**src/rtl/ss_addresses.sv**
```systemverilog
// Savestate bus address map, shared word type and bus request bundle.
// Each responder instance takes one SS_ADDR_* constant as its ADDR_BASE.
package ss_addresses;

   typedef logic [31:0] ss_word_t;

   localparam logic [7:0] SS_ADDR_CPU   = 8'h00;
   localparam logic [7:0] SS_ADDR_TIMER = 8'h10;
   localparam logic [7:0] SS_ADDR_DMA   = 8'h20;
   localparam logic [7:0] SS_ADDR_AUDIO = 8'h30;

   typedef struct packed {
      logic [7:0] addr;
      logic       wren;
      logic       rst;
      ss_word_t   dat;
   } ss_bus_req_t;

   // Window test at 9 bits so base + count never wraps past 8'hFF.
   function automatic logic ss_addr_hit(input logic [7:0] addr,
                                        input logic [7:0] base,
                                        input logic [4:0] count);
      logic [8:0] a;
      logic [8:0] lo;
      logic [8:0] hi;
      a  = {1'b0, addr};
      lo = {1'b0, base};
      hi = lo + {4'b0000, count};
      return (a >= lo) && (a < hi);
   endfunction

endpackage

```
**src/rtl/ss_word_bank.sv**
```systemverilog
// State word bank: address decode, write port, bulk capture and registered read mux.
// Latency: bus_out 1 cycle after the address; no backpressure, one access per cycle.
module ss_word_bank
   import ss_addresses::*;
#(
   parameter logic [7:0] ADDR_BASE  = SS_ADDR_CPU,
   parameter int         WORD_COUNT = 4
) (
   input  logic                    clk,
   input  logic                    reset,
   input  ss_bus_req_t             bus_req,
   input  logic                    halted,
   input  logic                    capture,
   input  logic [WORD_COUNT*32-1:0] state_d,
   output logic [WORD_COUNT*32-1:0] state_q,
   output ss_word_t                bus_out,
   output logic                    wr_hit
);

   logic     sel;
   logic [3:0] idx;
   ss_word_t bank [WORD_COUNT];
   ss_word_t rd_word;

   assign sel    = ss_addr_hit(bus_req.addr, ADDR_BASE, 5'(WORD_COUNT));
   assign idx    = 4'(bus_req.addr - ADDR_BASE);
   assign wr_hit = halted && bus_req.wren && sel;

   always_comb begin
      rd_word = '0;
      for (int i = 0; i < WORD_COUNT; i++) begin
         if (idx == 4'(i)) rd_word = bank[i];
      end
   end

   always_ff @(posedge clk) begin
      if (reset) begin
         for (int i = 0; i < WORD_COUNT; i++) bank[i] <= '0;
         bus_out <= '0;
      end else begin
         if (capture) begin
            for (int i = 0; i < WORD_COUNT; i++) bank[i] <= state_d[32*i +: 32];
         end else if (wr_hit) begin
            for (int i = 0; i < WORD_COUNT; i++) begin
               if (idx == 4'(i)) bank[i] <= bus_req.dat;
            end
         end
         // Unselected instances drive zero so several banks can be OR-combined.
         bus_out <= (halted && sel && !bus_req.rst) ? rd_word : '0;
      end
   end

   for (genvar g = 0; g < WORD_COUNT; g++) begin : g_state_q
      assign state_q[32*g +: 32] = bank[g];
   end

endmodule

```
**src/rtl/ss_bus_responder.sv**
```systemverilog
// Savestate target: halts the core at an instruction boundary, exposes its state bank, reloads on resume.
// Latency: ss_ready 2 cycles after the boundary, bus_out 1 cycle; no backpressure, bus valid only while halted.
module ss_bus_responder
   import ss_addresses::*;
#(
   parameter logic [7:0] ADDR_BASE  = SS_ADDR_CPU,
   parameter int         WORD_COUNT = 4
) (
   input  logic                     clk,
   input  logic                     reset,
   input  logic [31:0]              bus_in,
   input  logic [7:0]               bus_addr,
   input  logic                     bus_wren,
   input  logic                     bus_reset,
   output logic [31:0]              bus_out,
   input  logic                     ss_halt,
   input  logic                     ss_begin_reset,
   output logic                     ss_ready,
   input  logic                     core_boundary,
   output logic                     core_halt,
   output logic                     core_reset,
   input  logic [WORD_COUNT*32-1:0] state_d,
   output logic [WORD_COUNT*32-1:0] state_q,
   output logic                     state_load
);

   typedef enum logic [2:0] {
      ST_RUN,
      ST_STALL,
      ST_CAPTURE,
      ST_HALTED,
      ST_LOAD
   } ss_resp_state_t;

   ss_resp_state_t state;
   ss_resp_state_t state_nxt;
   ss_bus_req_t    bus_req;
   logic           dirty;
   logic           core_reset_r;
   logic           wr_hit;

   assign bus_req.addr = bus_addr;
   assign bus_req.wren = bus_wren;
   assign bus_req.rst  = bus_reset;
   assign bus_req.dat  = bus_in;

   ss_word_bank #(
      .ADDR_BASE  (ADDR_BASE),
      .WORD_COUNT (WORD_COUNT)
   ) u_bank (
      .clk     (clk),
      .reset   (reset),
      .bus_req (bus_req),
      .halted  (state == ST_HALTED),
      .capture (state == ST_CAPTURE),
      .state_d (state_d),
      .state_q (state_q),
      .bus_out (bus_out),
      .wr_hit  (wr_hit)
   );

   always_ff @(posedge clk) begin
      if (reset) state <= ST_RUN;
      else       state <= state_nxt;
   end

   always_comb begin
      state_nxt = state;
      case (state)
         ST_RUN:     if (ss_halt) state_nxt = ST_STALL;
         // The core has already frozen on a boundary cycle, so capture must follow.
         ST_STALL: begin
            if (core_boundary)  state_nxt = ST_CAPTURE;
            else if (!ss_halt)  state_nxt = ST_RUN;
         end
         ST_CAPTURE: state_nxt = ST_HALTED;
         ST_HALTED:  if (!ss_halt) state_nxt = dirty ? ST_LOAD : ST_RUN;
         ST_LOAD:    state_nxt = ST_RUN;
         default:    state_nxt = ST_RUN;
      endcase
   end

   always_comb begin
      core_halt  = 1'b0;
      ss_ready   = 1'b0;
      state_load = 1'b0;
      case (state)
         ST_STALL:   core_halt = core_boundary;
         ST_CAPTURE: core_halt = 1'b1;
         ST_HALTED: begin
            core_halt = 1'b1;
            ss_ready  = 1'b1;
         end
         ST_LOAD: begin
            core_halt  = 1'b1;
            state_load = 1'b1;
         end
         default: ;
      endcase
   end
   assign core_reset = core_reset_r;

   always_ff @(posedge clk) begin
      if (reset)                                  dirty <= 1'b0;
      else if (wr_hit)                            dirty <= 1'b1;
      else if (bus_reset || state == ST_CAPTURE || state == ST_LOAD) dirty <= 1'b0;
   end

   // Held from the request until the same edge that takes the FSM out of HALTED.
   always_ff @(posedge clk) begin
      if (reset)                                        core_reset_r <= 1'b0;
      else if (state_nxt != ST_HALTED)                  core_reset_r <= 1'b0;
      else if (state == ST_HALTED && ss_begin_reset)    core_reset_r <= 1'b1;
   end

endmodule

```
**config.mk**
```make
export PLATFORM = sky130hd
export DESIGN_NAME = ss_bus_responder
export DESIGN_NICKNAME = d
export VERILOG_FILES = /design/src/rtl/ss_addresses.sv /design/src/rtl/ss_word_bank.sv /design/src/rtl/ss_bus_responder.sv
export SDC_FILE = /design/constraint.sdc
export NUM_CORES = 1
export LEC_CHECK = 0
export ABC_AREA = 1
export CAP_MARGIN = 40
export CORE_ASPECT_RATIO = 1.1
export CORE_MARGIN = 2
export CORE_UTILIZATION = 44
export DETAILED_ROUTE_END_ITERATION = 8
export PLACE_DENSITY = 0.78
export RECOVER_POWER = 50
export SYNTH_ARGS = -nofsm -noshare
export SYNTH_HDL_FRONTEND = slang
export SYNTH_SLANG_ARGS = --single-unit
```
**constraint.sdc**
```tcl
create_clock -name clk -period 3.8 [get_ports clk]
set_input_delay 1.14 -clock clk [delete_from_list [all_inputs] [get_ports clk]]
set_output_delay 1.14 -clock clk [all_outputs]
set_load 0.01 [all_outputs]
```
* After elaboration in Yosys (flattened, before gate mapping) *
Memories as Yosys holds them, arrays and structs flattened.
Index checks and enable logic that the tools add are counted.
W data, S select, Z words.

storage, ports and cells
  flip-flop bits (word level) = 37
  memory bits (writable) = 128
  bits of input ports = 175
  output and inout bits = 164
  word-level logic and storage cells = 85
  memories kept = 1

operators by class
  $lt $le $gt $ge = 1
  eq/ne operators = 8
  muxes and demuxes = 48
  bitwise operators = 9
  reduce and logical (&&, ||, !) cells = 14

memories
  name         depth  bits a word  read ports  clocked after Yosys merged registers in  write ports  line                text
  u_bank.bank  4      32           4           0                                        4            ss_word_bank.sv:22  ss_word_t bank [WORD_COUNT];

operators by type and width
  cell                  count
  $mux W32              12
  $mux W1               29
  $mux W3               5
  $pmux W3 S4           1
  $eq A4 B2 Y1 const B  2
  $lt A8 B3 Y1 const B  1
  $or A1 B1 Y1          8
  $eq A3 B2 Y1 const B  2
  $logic_and A1 B1 Y1   5
  $eq A4 B1 Y1 const B  1
  $logic_not A4 Y1      1
  $reduce_or A2 Y1      2
  $eq A3 B1 Y1 const B  1
  $eq A3 B3 Y1 const B  1
  $logic_not A3 Y1      1
  $ne A3 B2 Y1 const B  1
  $reduce_or A3 Y1      1
  $logic_or A1 B1 Y1    2
  $pmux W1 S2           1
  $reduce_bool A2 Y1    1
  $logic_not A1 Y1      1
  $not A1 Y1            1

* Logic depth before layout (Yosys ltp) *
  depth in word-level cells = 8
  gate-level depth with buffers = 9

* By module *
From an unflattened synthesis, not the netlist that was laid out.

second synthesis, totals
  cells, all modules = 1,035
  area, all modules = 8,264.2 sq um

modules (own cells, without submodules)
  module            times used  cells an instance  area each (sq um)
  ss_word_bank      1           991                7,986.4
  ss_bus_responder  1           44                 277.8

* Worst setup path before layout *
No wires, ideal clock.

  kind = input-to-reg
  start = input bus_addr[3]
  end = memory u_bank.bank[0][0] (netlist bit) (enable)
  setup time = 389 ps
  arrival time = 2,797 ps
  slack = 614 ps
  stages on the path = 8
  path buffers = 1
  cells stage by stage = nor2_1 > nand3_1 > inv_1 > nand3_1 > nor2_2 > buf_4 > nand2_1 > nand2_1

RTL lines
  item         line                    text
  from (decl)  ss_bus_responder.sv:12  input logic [7:0] bus_addr,
  to (decl)    ss_word_bank.sv:22

* Final worst setup path *
  start = input core_boundary
  end = output core_halt

on the way
  word-level cells in the longest chain between the ends = 1

RTL lines
  item         line                    text
  from (decl)  ss_bus_responder.sv:19  input logic core_boundary,
  $pmux W1 S2  ss_bus_responder.sv:87  case (state)
  to (decl)    ss_bus_responder.sv:20  output logic core_halt,

Every way passes these cells.

==> metrics.cfg <==
[outcome]
status=complete, no violations

[routing]
drc=0
firstDrtPassIters=6
vias_per_cell=5.39
vias=8787
wl_per_cell_um=19.0
first_iter_violations=794
antenna_left=0
routed_wirelength_mm=30.9

[synthesis]
syn_area_um2=8340
ys_seq_area_share_pct=55.0
synth_cells=1057
netlist_top_cells_count=nand2_1, edfxtp_1, nor2_1
ys_async_sr_fraction_pct=0
yosysUniqueCellTypes=24
synth_nets=1232
synth-edff-count=128
synth.largest_area_cell=edfxtp_1
syn-mean-instance-area_um2=7.89
yosysTopAreaCellShare_pct=46.1
yosysMostFrequentCell=nand2_1
synth_ff_type=edfxtp_1
yosys_warnings=0
ys_seq_elements=165
synth.area.top_cells=edfxtp_1, nand2_1, dfxtp_1, nand4_1, nor2_1

[sta]
finalSetupViolations=0
max_freq_ghz=0.284
clock_skew_ns=0.0151
whs_ns=0.461
worstMarginPinSlew_ns=1.11
maxSlewViolCount=0
slew_headroom_pct=25.7
finalCritPeriodShare_pct=92.7
setup_tns_ns=0
setup_ws_ns=0.278
finalCriticalPeriod_ns=3.52
finalHoldViolCount=0
rsz0062_at_grt=no

[place]
pre_cts_slack_ns=0.308
gp_congestion=0.870
hpwlAfterDp_mm=21.5
portBuffers=338
placed_cells=1599

[cts]
post_cts_buffers=0
cts.sinks=165
insertion_delay_ns=0.44
clockBufferDepth=2
cts_hold_buf=0
cts_inserted_buffers=17
cts_tree=yes
cts_root_buf=clkbuf_16
cts.htree.levels=4
path_clk_slew_ns=0.06
post_cts_resized=0

[setup_path]
crit_fanout=2
cp-start-kind=input pin
critPathArrivalTime_ns=2.38
crit_required_ns=2.66
path_class=input pin to primary output
end_kind=primary output

[min_path]
hold_class=flop to flop

[run]
drv_cap=0

[cells_and_area]
finalNonFillerCells=1631
final_nets=1550
nFillCells=1496
final_util_pct=68.5
drive_above_1_share_pct=5.26
syn_to_final_growth_pct=51.8
n_antenna_cell=0

[global_routing]
grt_usage_pct=30.3
grt_pass1_vias=8378
grt_pass1_wl_mm=45.8
grt.overflow.total=0
antenna_found_initial=0
grt_max_degree=65

[floorplan]
initial_core_util_pct=45.1
fp.dieH_um=148
die-area_um2=20100
fp.dieW_um=135
coreArea_um2=18500
num_rows=52
io_pins=339

[power]
vdd_drop_max_v=0.000313
powerDensity_nw_per_um2=358
p_leak_nw=5.63

==> power breakdown <==
part | switching (mW) | internal [mW] | total (mW) | leakage (nW)
Sequential | 0.0470 | 2.03 | 2.08 | 1.63
Combinational | 0.306 | 0.320 | 0.627 | 3.71
Clock | 0.735 | 1.09 | 1.83 | 0.289
==> cell families after synthesis <==
family,count (synthesis),share of synthesized area [%]
and+or+nand+nor,676,33.9
buffers and inverters,178,8.76
DFF,165,55.0
AOI/OAI and AO/OA,38,2.37
==> cells in the final DEF (no fill, tap or decap), types with 9 or more instances in the layout <==
cell             Yosys  layout
clkdlybuf4s50_1      0     176
inv_1              100      99
nor2_1             104     102
nand4_1             67      67
dfxtp_1             37      37
nand2_1            426     426
edfxtp_1           128     128
o21ai_0             25      31
buf_4                7      18
dlygate4sd3_1        0     162
nand3_1             71      71
inv_2                9       9
clkbuf_16            0      17
==> cell type report <==
cell class	count	area [um2]	share of cell area, %
clock inverter	14	181	1.43
clock buffer	18	429	3.39
sequential	165	4580	36.2
inverter	109	409	3.23
tap	243	304	2.40
timing repair buffer	368	3690	29.2
multi-input combinational	714	3060	24.2
==> critical path, cell delays in order <==
cell	delay, ns
clkdlybuf4s50_1	0.48
nand4_1	0.13
nand3_1	0.10
clkdlybuf4s50_1	0.54
==> worst paths after layout <==
kind	cells past startpoint	slack [ns]	start	endpoint
max	4	0.28	core_boundary	core_halt
min	2	0.46	core_reset	core_reset
max reg2reg	8	0.96	state[1]	u_bank.bank[0][5]
min reg2reg	2	0.46	core_reset	core_reset
==> registers in the layout (all words and copies together) (netlist names) <==
signal	flops
state	3
u_bank.bus_out	32
u_bank.bank	128
core_reset	1
dirty	1
==> metal layers <==
layer	GRT usage, %	up-vias	part of all wire [%]
met5	0	-	0
met4	15.3	0	4.7
met3	5.62	111	10
met2	52.7	628	50
met1	36.0	4006	35
li1	-	4042	-
==> per-stage QoR <==
step / instance area, um2 / total power, mW
floorplan: 8340 / 2.31
global placement: 12100 / 2.77
detailed placement: 12100 / 2.78
CTS: 12700 / 4.57
global route: 12700 / 4.65
finish: 12700 / 4.54
(Power assumes the default switching activity.)
